[src/rtl/wb_port_arbiter_if.sv]
// Bundle of signals around the register-file write-port arbiter: pipeline write-back (A),
// multi-cycle results (B), issue/decode lookups and the shared register-file write port.
interface wb_port_arbiter_if #(
    parameter int AW = 5,
    parameter int DW = 32
);
    logic          a_valid;
    logic [AW-1:0] a_addr;
    logic [DW-1:0] a_data;

    logic          b_valid;
    logic          b_ready;
    logic [AW-1:0] b_addr;
    logic [DW-1:0] b_data;

    logic          iss_valid;
    logic [AW-1:0] iss_addr;
    logic [AW-1:0] rs_addr;
    logic [AW-1:0] rt_addr;
    logic          hazard;

    logic          wea;
    logic [AW-1:0] w1;
    logic [DW-1:0] wdata;
    logic [31:0]   pending;
    logic          err;

    modport master (
        output a_valid, a_addr, a_data,
        output b_valid, b_addr, b_data,
        output iss_valid, iss_addr, rs_addr, rt_addr,
        input  b_ready, hazard, wea, w1, wdata, pending, err
    );

    modport slave (
        input  a_valid, a_addr, a_data,
        input  b_valid, b_addr, b_data,
        input  iss_valid, iss_addr, rs_addr, rt_addr,
        output b_ready, hazard, wea, w1, wdata, pending, err
    );
endinterface

[src/rtl/wb_port_arbiter.sv]
// Register-file write-port arbiter: A (pipeline write-back) has priority, B (multi-cycle unit)
// is queued in a small FIFO and tracked by a pending-write scoreboard. Option macro: WB_BYPASS_EN.
module wb_port_arbiter #(
    parameter int DEPTH = 4,
    parameter int AW    = 5,
    parameter int DW    = 32
) (
    input logic clk,
    input logic rst,
    wb_port_arbiter_if.slave bus
);
    localparam int PW = (DEPTH > 1) ? $clog2(DEPTH) : 1;
    localparam int CW = PW + 1;

    logic [AW-1:0] mem_addr [DEPTH];
    logic [DW-1:0] mem_data [DEPTH];
    logic [PW-1:0] wr_ptr;
    logic [PW-1:0] rd_ptr;
    logic [CW-1:0] count;
    logic          ready_en;

    logic          wea_q;
    logic [AW-1:0] w1_q;
    logic [DW-1:0] wdata_q;
    logic          src_b;
    logic [31:0]   pending_q;
    logic          err_q;

    logic          wea_d;
    logic [AW-1:0] w1_d;
    logic [DW-1:0] wdata_d;
    logic          src_b_d;
    logic [31:0]   pending_d;
    logic          err_d;

    logic a_win;
    logic b_req;
    logic fifo_empty;
    logic push;
    logic pop;
    logic bypass;

    function automatic logic pend_bit(input logic [31:0] vec, input logic [AW-1:0] addr);
        return (addr != '0) && vec[addr];
    endfunction

    // ready_en keeps b_ready low through reset and for the first edge after release
    assign bus.b_ready = ready_en && (count != CW'(DEPTH));

    assign a_win      = bus.a_valid && (bus.a_addr != '0);
    assign b_req      = bus.b_valid && (bus.b_addr != '0);
    assign fifo_empty = (count == '0);

`ifdef WB_BYPASS_EN
    assign bypass = fifo_empty && !a_win && b_req && bus.b_ready;
`else
    assign bypass = 1'b0;
`endif

    assign push = b_req && bus.b_ready && !bypass;
    assign pop  = !a_win && !fifo_empty;

    // Write-port selection: A first, then FIFO head, then (optionally) a direct B result
    always_comb begin
        wea_d   = 1'b0;
        w1_d    = w1_q;
        wdata_d = wdata_q;
        src_b_d = 1'b0;
        if (a_win) begin
            wea_d   = 1'b1;
            w1_d    = bus.a_addr;
            wdata_d = bus.a_data;
        end else if (pop) begin
            wea_d   = 1'b1;
            w1_d    = mem_addr[rd_ptr];
            wdata_d = mem_data[rd_ptr];
            src_b_d = 1'b1;
        end else if (bypass) begin
            wea_d   = 1'b1;
            w1_d    = bus.b_addr;
            wdata_d = bus.b_data;
            src_b_d = 1'b1;
        end
    end

    // A set from a fresh issue overrides the clear from a commit to the same register
    always_comb begin
        pending_d = pending_q;
        if (wea_q && src_b) begin
            pending_d[w1_q] = 1'b0;
        end
        if (bus.iss_valid && (bus.iss_addr != '0)) begin
            pending_d[bus.iss_addr] = 1'b1;
        end
        pending_d[0] = 1'b0;
    end

    always_comb begin
        err_d = err_q;
        if (a_win && pend_bit(pending_q, bus.a_addr)) begin
            err_d = 1'b1;
        end
        if (b_req && !pend_bit(pending_q, bus.b_addr)) begin
            err_d = 1'b1;
        end
        if (bus.iss_valid && pend_bit(pending_q, bus.iss_addr)) begin
            err_d = 1'b1;
        end
    end

    assign bus.hazard = pend_bit(pending_q, bus.rs_addr)
                      | pend_bit(pending_q, bus.rt_addr)
                      | (bus.iss_valid && pend_bit(pending_q, bus.iss_addr));

    always_ff @(posedge clk or negedge rst) begin
        if (!rst) begin
            wr_ptr   <= '0;
            rd_ptr   <= '0;
            count    <= '0;
            ready_en <= 1'b0;
        end else begin
            ready_en <= 1'b1;
            if (push) begin
                wr_ptr <= wr_ptr + PW'(1);
            end
            if (pop) begin
                rd_ptr <= rd_ptr + PW'(1);
            end
            if (push && !pop) begin
                count <= count + CW'(1);
            end else if (pop && !push) begin
                count <= count - CW'(1);
            end
        end
    end

    // Storage needs no reset: entries are only read once count says they are valid
    always_ff @(posedge clk) begin
        if (push) begin
            mem_addr[wr_ptr] <= bus.b_addr;
            mem_data[wr_ptr] <= bus.b_data;
        end
    end

    always_ff @(posedge clk or negedge rst) begin
        if (!rst) begin
            wea_q     <= 1'b0;
            w1_q      <= '0;
            wdata_q   <= '0;
            src_b     <= 1'b0;
            pending_q <= '0;
            err_q     <= 1'b0;
        end else begin
            wea_q     <= wea_d;
            w1_q      <= w1_d;
            wdata_q   <= wdata_d;
            src_b     <= src_b_d;
            pending_q <= pending_d;
            err_q     <= err_d;
        end
    end

    assign bus.wea     = wea_q;
    assign bus.w1      = w1_q;
    assign bus.wdata   = wdata_q;
    assign bus.pending = pending_q;
    assign bus.err     = err_q;
endmodule

[src/flat_wrapper.sv]
// flat-port wrapper written by rule: the top's interface ports become plain ports
module wb_port_arbiter_flat 
#(
    parameter int DEPTH = 4,
    parameter int AW    = 5,
    parameter int DW    = 32
)
  (clk, rst, bus_a_valid, bus_a_addr, bus_a_data, bus_b_valid, bus_b_addr, bus_b_data, bus_iss_valid, bus_iss_addr, bus_rs_addr, bus_rt_addr, bus_b_ready, bus_hazard, bus_wea, bus_w1, bus_wdata, bus_pending, bus_err);
  wb_port_arbiter_if #(.AW(AW), .DW(DW)) bus_i ();
  input logic clk;
  input logic rst;
  input wire logic [$bits(bus_i.a_valid)-1:0] bus_a_valid;
  input wire logic [$bits(bus_i.a_addr)-1:0] bus_a_addr;
  input wire logic [$bits(bus_i.a_data)-1:0] bus_a_data;
  input wire logic [$bits(bus_i.b_valid)-1:0] bus_b_valid;
  input wire logic [$bits(bus_i.b_addr)-1:0] bus_b_addr;
  input wire logic [$bits(bus_i.b_data)-1:0] bus_b_data;
  input wire logic [$bits(bus_i.iss_valid)-1:0] bus_iss_valid;
  input wire logic [$bits(bus_i.iss_addr)-1:0] bus_iss_addr;
  input wire logic [$bits(bus_i.rs_addr)-1:0] bus_rs_addr;
  input wire logic [$bits(bus_i.rt_addr)-1:0] bus_rt_addr;
  output wire logic [$bits(bus_i.b_ready)-1:0] bus_b_ready;
  output wire logic [$bits(bus_i.hazard)-1:0] bus_hazard;
  output wire logic [$bits(bus_i.wea)-1:0] bus_wea;
  output wire logic [$bits(bus_i.w1)-1:0] bus_w1;
  output wire logic [$bits(bus_i.wdata)-1:0] bus_wdata;
  output wire logic [$bits(bus_i.pending)-1:0] bus_pending;
  output wire logic [$bits(bus_i.err)-1:0] bus_err;
  assign bus_i.a_valid = bus_a_valid;
  assign bus_i.a_addr = bus_a_addr;
  assign bus_i.a_data = bus_a_data;
  assign bus_i.b_valid = bus_b_valid;
  assign bus_i.b_addr = bus_b_addr;
  assign bus_i.b_data = bus_b_data;
  assign bus_i.iss_valid = bus_iss_valid;
  assign bus_i.iss_addr = bus_iss_addr;
  assign bus_i.rs_addr = bus_rs_addr;
  assign bus_i.rt_addr = bus_rt_addr;
  assign bus_b_ready = bus_i.b_ready;
  assign bus_hazard = bus_i.hazard;
  assign bus_wea = bus_i.wea;
  assign bus_w1 = bus_i.w1;
  assign bus_wdata = bus_i.wdata;
  assign bus_pending = bus_i.pending;
  assign bus_err = bus_i.err;
  wb_port_arbiter #(.DEPTH(DEPTH), .AW(AW), .DW(DW)) u_core (.clk(clk), .rst(rst), .bus(bus_i));
endmodule
[config.mk]
export PLATFORM = sky130hd
export DESIGN_NAME = wb_port_arbiter_flat
export DESIGN_NICKNAME = d
export VERILOG_FILES = /design/src/rtl/wb_port_arbiter_if.sv /design/src/rtl/wb_port_arbiter.sv /design/src/flat_wrapper.sv
export SDC_FILE = /design/constraint.sdc
export NUM_CORES = 1
export LEC_CHECK = 0
export CORE_UTILIZATION = 54
export DETAILED_ROUTE_END_ITERATION = 12
export PLACE_DENSITY = 0.81
export SLEW_MARGIN = 40
export SYNTH_ARGS = -nofsm -noshare
export SYNTH_HDL_FRONTEND = slang
export SYNTH_SLANG_ARGS = --single-unit
[constraint.sdc]
create_clock -name clk -period 4.69 [get_ports clk]
set_clock_uncertainty 0.2 [all_clocks]
set_input_delay 1.407 -clock clk [delete_from_list [all_inputs] [get_ports clk]]
set_output_delay 1.407 -clock clk [all_outputs]
set_load 0.005 [all_outputs]
# Yosys cells after proc, flatten, opt, wreduce, memory -nomap -nowiden
# Memory sizes are Yosys's and may differ from the RTL's.
# Index checks and enable logic that the tools add are counted.
# totals
regBits	79
latchBits	0
mem_bits_rw	148
romBits	0
out_inout_bits	73
memories	2
# op_classes
add_sub_neg	4
multipliers	0
div	0
n_lt_le_gt_ge	8
n_eq_ne	1
n_shift	0
mux	30
bitwise_logic	5
n_reduce_logical	33
# memory_table
name	words	width	read_ports	rd_ports_with_merged_regs	write_ports	line	text
u_core.mem_data	4	32	1	0	1	wb_port_arbiter.sv:16	logic [DW-1:0] mem_data [DEPTH];
u_core.mem_addr	4	5	1	0	1	wb_port_arbiter.sv:15	logic [AW-1:0] mem_addr [DEPTH];
# ops
operator	count
two-way mux 32 bit	4
< comparator 5 x 6 -> 1 bit (second input constant)	6
bitwise AND 32 bit	1
NOT 32 bit	1
OR 32 bit	1
binary-select mux 1 bit (select 5 bit)	5
nonzero test 5 bit	5
logical AND 1 bit	19
two-way mux 1 bit	15
demux 1 bit (select 5 bit)	2
greater-or-equal comparator 5 x 1 -> 1 bit (second input constant)	2
two-way mux 5 bit	2
two-way mux 3 bit	2
zero test 1 bit	5
adder 2 x 1 -> 2 bit (second input constant)	2
nonzero test 2 bit	2
adder 3 x 1 -> 3 bit (second input constant)	1
zero test 3 bit	1
!= test 3 bit (second input constant)	1
nonzero test 3 bit	1
subtractor 3 x 1 -> 3 bit (second input constant)	1
OR 1 bit	2

# Logic depth before layout (Yosys ltp)
# Gate-level depths: netlist of the first run.
# logic_depth
ltp_word	9
mapped_depth	10
ltp_nobuf	10

# Least setup slack after synthesis of the first run
# No wires, ideal clock.
# synth_path
path_type	input-to-output
from	input bus_iss_addr[0]
to	output bus_hazard
arrival_ns	2.816
slack_ns	0.267
stages	8
path_buffers	2
path_cell_list	buf_2 buf_2 mux2i_1 o22ai_1 o21ai_0 o21ai_0 o311ai_0 nand4_1
# synth_via
elab_chain_len	5
# synth_rtl
element	line	text
start: declaration	flat_wrapper.sv:19	input wire logic [$bits(bus_i.iss_addr)-1:0] bus_iss_addr;
binary-select mux 1 bit (select 5 bit)	wb_port_arbiter.sv:44	return (addr != '0) && vec[addr];
two-way mux 1 bit (implied by the code)	wb_port_arbiter.sv:44	
logical AND 1 bit (*)	wb_port_arbiter.sv:44	
logical AND 1 bit (*)	wb_port_arbiter.sv:113	| (bus.iss_valid && pend_bit(pending_q, bus.iss_addr));
OR 1 bit (*)	wb_port_arbiter.sv:113	
end: declaration	flat_wrapper.sv:23	output wire logic [$bits(bus_i.hazard)-1:0] bus_hazard;
# Mark *: on every way between the ends. The rest lies on a longest branch, timed or not. The select of a mux whose other input is x is not followed.

# Final worst setup path of the first run
# layout_path
from	input bus_rt_addr[0]
to	output bus_hazard
# layout_via
elab_chain_len	5
# layout_rtl
element	line	text
start: declaration	flat_wrapper.sv:21	input wire logic [$bits(bus_i.rt_addr)-1:0] bus_rt_addr;
binary-select mux 1 bit (select 5 bit)	wb_port_arbiter.sv:44	
two-way mux 1 bit (implied by the code)	wb_port_arbiter.sv:44	
logical AND 1 bit (*)	wb_port_arbiter.sv:44	
OR 1 bit (*)	wb_port_arbiter.sv:112	| pend_bit(pending_q, bus.rt_addr)
OR 1 bit (*)	wb_port_arbiter.sv:113	
# Marks and branches as above.

==> results.py, run 1 <==
metrics = {
    "status": {
        "status": "completed",
    },
    "timing": {
        "timing.hold.ws_ns": 0.322,
        "period_needed_ns": 4.64,
        "timing.final.ws_setup_ns": 0.0546,
        "drv_slew": 0,
        "fmax_ghz": 0.216,
        "slew_headroom_pct": 49.0,
        "hold_viol_final": 0,
        "setup-tns-final_ns": 0,
        "finalCritPeriodShare_pct": 98.8,
        "rsz0062_at_grt": "no",
        "setup_viol": 0,
        "worstMarginPinSlew_ns": 0.765,
    },
    "critical_path": {
        "rrSetupSlack_ns": 2.15,
        "ff2ff_path_depth": 10,
        "reg2reg_to": "u_core.count[2]",
        "crit_arrival_ns": 3.03,
        "end_kind": "output pin",
        "slowest_delay_ns": 0.49,
        "reg2reg_from": "u_core.count[0]",
        "cp_cell_sequence": "dlygate4sd2_1 > buf_6 > mux4_2 > mux4_2 > nand2b_1 > nand4_1 > buf_2",
        "path_max_fanout": 7,
        "crit_top_cell": "mux4_2",
        "critical_path_class": "primary input to output pin",
        "required_ns": 3.08,
        "cpMaxStageDelayCell": "mux4_2",
        "start_kind": "primary input",
    },
    "synthesis": {
        "seq_area_frac_synth_pct": 62.5,
        "ys_seq_elements": 227,
        "avgSynthCellArea_sq_um": 15.3,
        "ys_warn_count": 0,
        "synth-edff-count": 148,
        "syn-instance-count": 672,
        "ys_async_sr_fraction_pct": 34.8,
        "syn_nets": 772,
        "synth_area_sq_mm": 0.0103,
        "ys.flop_type": "edfxtp_1",
        "yosys.cell_types.count": 49,
    },
    "drt": {
        "wl_per_cell_um": 24.1,
        "routed_wl_um": 26800,
        "drtPass1Iterations": 6,
        "drc": 0,
        "ant_nets": 0,
        "drtIter0Drc": 630,
        "viasPerCell": 6.37,
        "vias": 7093,
    },
    "min_path": {
        "holdPathEnd": "u_core.count[2]",
        "min_from": "u_core.count[2]",
        "hold_class": "flop to flop",
        "hold_depth": 1,
    },
    "place": {
        "gp_congestion": 0.991,
        "post-place-ws_ns": -0.896,
        "hpwl_um": 17000,
        "portBuffers": 165,
    },
    "global_route": {
        "antenna_found_initial": 0,
        "busiest_layer": "met2",
        "grt_max_degree": 80,
        "met3_usage_pct": 6.46,
        "grt_use_met2_pct": 45.7,
        "grt_usage_pct": 28.0,
        "grt_use_met1_pct": 35.4,
        "grt_pass1_wl_um": 41300,
        "overflow": 0,
        "grt_pass1_vias": 7437,
    },
    "clock_tree": {
        "cts_hold_buffers": 0,
        "tritoncts": "yes",
        "clkTransAtPathRegs_ns": 0.06,
        "cts_buffers": 23,
        "root_buffer": "clkbuf_16",
        "clockBufferDepth": 3,
        "htreeDepth": 1,
        "cts_sinks": 227,
        "worstSkewPairLatency_ns": 0.51,
    },
    "power": {
        "p_leak_uw": 0.00468,
        "ir_drop_mv": 0.403,
        "total_power_uw": 7230,
        "p_per_area_mw_per_mm2": 550,
    },
    "die": {
        "die_area_sq_mm": 0.0196,
        "floorplan.rows": 50,
        "initial_core_util_pct": 54.9,
        "io_pins": 167,
        "die_h_um": 140,
        "core_area_sq_mm": 0.0187,
        "die_w_um": 140,
    },
    "cells_and_area": {
        "multi_input_area_sq_mm": 0.00367,
        "areaGrowthSynthToFinish_pct": 27.8,
        "antenna_cells": 0,
        "fillCellCount": 1166,
        "nets": 963,
        "regArea_sq_mm": 0.00643,
        "layout-drive-gt1-share_pct": 19.2,
        "utilization_pct": 70.2,
    },
    "flow_run": {
        "maxCapViolCount": 0,
    },
}
-- layout make-up --
type | count | area share, %
sequential | 227 | 48.9
clock buffer | 31 | 4.76
inverter | 13 | 0.371
multi-input combinational | 393 | 28.0
timing repair buffer | 205 | 15.1
clock inverter | 11 | 0.667
tap | 234 | 2.23
-- what timing repair did --
action / in CTS / in global routing
gates cloned: 1 / 0
setup buffers: 1 / 0
setup endpoints to repair: 1 / 1
gates resized for setup: 28 / 10
pin swaps: 0 / 0
-- through the flow --
stage | instance area [sq um] | instances
5_1_grt | 13100 | 1114
4_1_cts | 13100 | 1114
2_1_floorplan | 10300 | 672
3_3_place_gp | 12400 | 1070
3_5_place_dp | 12400 | 1070
6_report | 13100 | 1114
-- critical path, delay by kind of cell --
kind / cells / cell delay (ns)
AND/OR/NAND/NOR: 2 / 0.16
multiplexers: 2 / 0.97
buffers and inverters: 3 / 0.49
-- power breakdown --
group          internal, uW  leakage [uW]  total [uW]  switching [uW]
sequential             2550       0.00221        3230             679
combinational          1360       0.00211        2260             892
clock                   994      0.000351        1740             748
-- cell usage after synthesis, drive strengths merged (2+ instances only) --
master   number  area share, %
xor2          3           0.26
o21ai        68            3.3
nor2         45            1.6
dfrtp        79             19
a2111oi       3           0.44
a31oi         3           0.18
mux4         63             14
mux2i        60            5.8
nor3          2          0.097
buf          26            1.4
inv          13           0.47
edfxtp      148             43
clkbuf       13           0.47
nor2b         8           0.49
nand2b        2           0.12
or3b          6           0.51
o22ai         5           0.30
xnor2         3           0.26
o211ai        2           0.15
o311ai        2           0.17
nand3         6           0.29
nand4         3           0.18
a21oi        41            2.0
ha            5           0.61
mux2          8           0.91
and2          4           0.24
conb          2          0.073
nand2        20           0.73
a221oi        4           0.34
nand3b       10           0.73
or3           4           0.24
-- registers in the layout (all words and copies together) (netlist names) --
register            flops
u_core.bus.wdata       32
u_core.bus.err          1
u_core.wr_ptr           2
u_core.bus.wea          1
u_core.mem_data       128
u_core.bus.pending     31
u_core.count            3
u_core.src_b            1
u_core.bus.w1           5
u_core.mem_addr        20
u_core.rd_ptr           2
u_core.ready_en         1
-- layer usage --
layer	share of wire, %	up-vias
met5	0	-
met4	4.6	0
met3	10	95
met2	49	465
met1	37	3520
li1	-	3013
-- how the worst max path moves through the flow --
| stage | startpoint | endpoint | cells after the start |
|---|---|---|---|
| CTS | bus_rs_addr[2] | bus_hazard | 6 |
| finish | bus_rt_addr[0] | bus_hazard | 7 |
| global route | bus_iss_addr[3] | bus_hazard | 9 |
| detailed placement | bus_iss_addr[0] | bus_hazard | 10 |
| global placement | bus_iss_addr[0] | bus_hazard | 10 |
| floorplan | bus_iss_addr[0] | bus_hazard | 8 |
-- kinds of logic after synthesis --
logic type / synth area share (%)
other: 0.0731
AO/OA/AOI/OAI: 7.60
multiplexers: 20.7
AND/OR/NAND/NOR: 5.52
XOR/XNOR: 0.511
flip-flops: 62.5
adder cells (fa/ha/maj): 0.804
buffers and inverters: 2.30
-- cell usage in the layout (no fill, tap or decap), types with 4 or more instances in the layout --
cell	count
nand3b_1	10
mux4_2	59
mux2_2	7
o22ai_1	5
a221oi_1	4
nand3_1	6
edfxtp_1	148
mux2i_1	60
mux4_1	4
inv_1	13
clkdlybuf4s50_1	153
clkbuf_16	23
and2_2	4
dfrtp_1	77
a21oi_1	40
nor2b_1	8
ha_1	5
nor2_1	45
buf_4	34
nand2_1	20
o21ai_0	66
clkinv_2	5
clkbuf_1	6
dlygate4sd2_1	4
Power figures use the tool's default switching activity.
==> inputs of run 2 (changes only) <==
SLEW_MARGIN = 20   (was 40)
==> results.py, run 2 (synthesis results as in run 1) <==
metrics = {
    "timing": {
        "finalCritPeriodShare_pct": 99.2,
        "drv_slew": 0,
        "period_needed_ns": 4.65,
        "setup-tns-final_ns": 0,
        "worstMarginPinSlew_ns": 1.01,
        "slew_headroom_pct": 32.3,
        "fmax_ghz": 0.215,
        "setup_viol": 0,
        "hold_viol_final": 0,
    },
    "cells_and_area": {
        "areaGrowthSynthToFinish_pct": 28.4,
        "nets": 963,
        "fin_area_sq_mm": 0.0132,
        "largest_reg_flops": 128,
        "final_cell_mix": "153 x clkdlybuf4s50_1, 148 x edfxtp_1, 77 x dfrtp_1, 66 x o21ai_0, 60 x mux2i_1",
        "layout-drive-gt1-share_pct": 19.2,
        "antenna_cells": 0,
        "regMostFlops": "u_core.mem_data",
        "utilization_pct": 70.5,
        "final_common_cell": "clkdlybuf4s50_1",
        "final_cells": 1114,
        "fillCellCount": 1178,
    },
    "global_route": {
        "grt_max_degree": 80,
        "grt_pass1_vias": 7304,
        "grt_usage_pct": 28.0,
        "antenna_found_initial": 1,
        "grt_pass1_wl_um": 41100,
        "overflow": 0,
    },
    "die": {
        "floorplan.rows": 50,
        "core_area_sq_mm": 0.0187,
        "die_area_sq_mm": 0.0196,
        "die_h_um": 140,
        "io_pins": 167,
        "die_w_um": 140,
        "initial_core_util_pct": 54.9,
    },
    "clock_tree": {
        "cts_buffers": 23,
        "clockBufferDepth": 3,
        "cts_sinks": 227,
        "cts_hold_buffers": 0,
        "htreeDepth": 1,
        "tritoncts": "yes",
        "clkTransAtPathRegs_ns": 0.06,
        "worstSkewPairLatency_ns": 0.50,
        "root_buffer": "clkbuf_16",
    },
    "critical_path": {
        "path_max_fanout": 10,
        "end_kind": "output pin",
        "cp-startpoint": "bus_iss_addr[3]",
        "reg2reg_from": "u_core.rd_ptr[0]",
        "required_ns": 3.08,
        "start_kind": "primary input",
        "crit_arrival_ns": 3.05,
        "critical_path_class": "primary input to output pin",
    },
    "drt": {
        "drtPass1Iterations": 6,
        "viasPerCell": 6.39,
        "drc": 0,
        "ant_nets": 0,
        "drtIter0Drc": 829,
        "vias": 7123,
        "wl_per_cell_um": 24.3,
        "routed_wl_um": 27000,
    },
    "power": {
        "total_power_uw": 7380,
        "ir_drop_mv": 0.388,
        "p_per_area_mw_per_mm2": 559,
        "p_leak_uw": 0.00471,
    },
    "min_path": {
        "min_from": "u_core.count[2]",
        "hold_class": "flop to flop",
    },
    "place": {
        "gp_congestion": 0.991,
        "placed_cells": 1070,
        "portBuffers": 165,
        "placed_cell_area_sq_mm": 0.0124,
        "hpwl_um": 17100,
    },
    "status": {
        "status": "completed",
    },
    "flow_run": {
        "maxCapViolCount": 0,
    },
}
[run 2: changes by cell type in the layout (fill, tap and decap cells not counted), moves of 2 or more]
cell       before  now
bufinv_16       1    4
clkbuf_1        6    4
dfrtp_2         0    2
dfrtp_4         2    0
or3b_2          3    5
or3b_4          3    1
[run 2: final timing paths]
path / slack [ns] / end / depth (start not counted)
max in group asynchronous: 2.96 / u_core.rd_ptr[0] / 1
min in group asynchronous: 0.73 / u_core.bus.pending[10] / 1
max: 0.04 / bus_hazard / 9
max reg2reg: 2.13 / u_core.bus.wdata[12] / 4
min reg2reg: 0.32 / u_core.count[2] / 1
min: 0.32 / u_core.count[2] / 1
[run 2: worst max-delay path, stage by stage]
cell and delay (ns):
clkdlybuf4s15_2 0.25, or3b_2 0.51, o22ai_1 0.14, o22ai_1 0.12, a21oi_2 0.14, o311ai_2 0.14, buf_4 0.17, nand4_1 0.05
buf_2 0.11
[run 2: per-layer routing]
layer	up-vias	part of all wire (%)	GRT usage [%]
li1	3014	-	-
met1	3514	36	35.5
met2	500	49	46.9
met3	95	10	6.39
met4	0	4.0	11.5
met5	-	0	0
[run 2: timing repair]
action / in CTS / in global routing
endpoints found under the setup margin: 1 / 1
pin swaps: 1 / 0
cloned: 1 / 0
endpoints found under the hold margin: 0 / 0
resized for setup: 26 / 9
buffers inserted: 1 / 0
[run 2: through the flow]
stage                     worst slack [ns]  hold WS [ns]
final                               0.0357         0.318
after global routing               -0.0135         0.339
after CTS                          0.00188         0.311
after detailed placement            -0.882         0.301
after global placement              -0.855         0.308
after floorplan                      0.267         0.264
[run 2: power breakdown]
part | switching (uW) | total [uW] | internal, uW
clock | 734 | 1890 | 1150
sequential | 688 | 3230 | 2550
combinational | 887 | 2260 | 1370
[run 2: cell type report]
cell class / instances / area, sq um / share of cell area (%)
Sequential cell: 227 / 6420 / 48.7
Clock inverter: 13 / 165 / 1.25
Tap cell: 234 / 293 / 2.22
Timing Repair Buffer: 205 / 1990 / 15.0
Clock buffer: 29 / 618 / 4.68
Inverter: 13 / 48.8 / 0.370
Multi-Input combinational cell: 393 / 3660 / 27.8
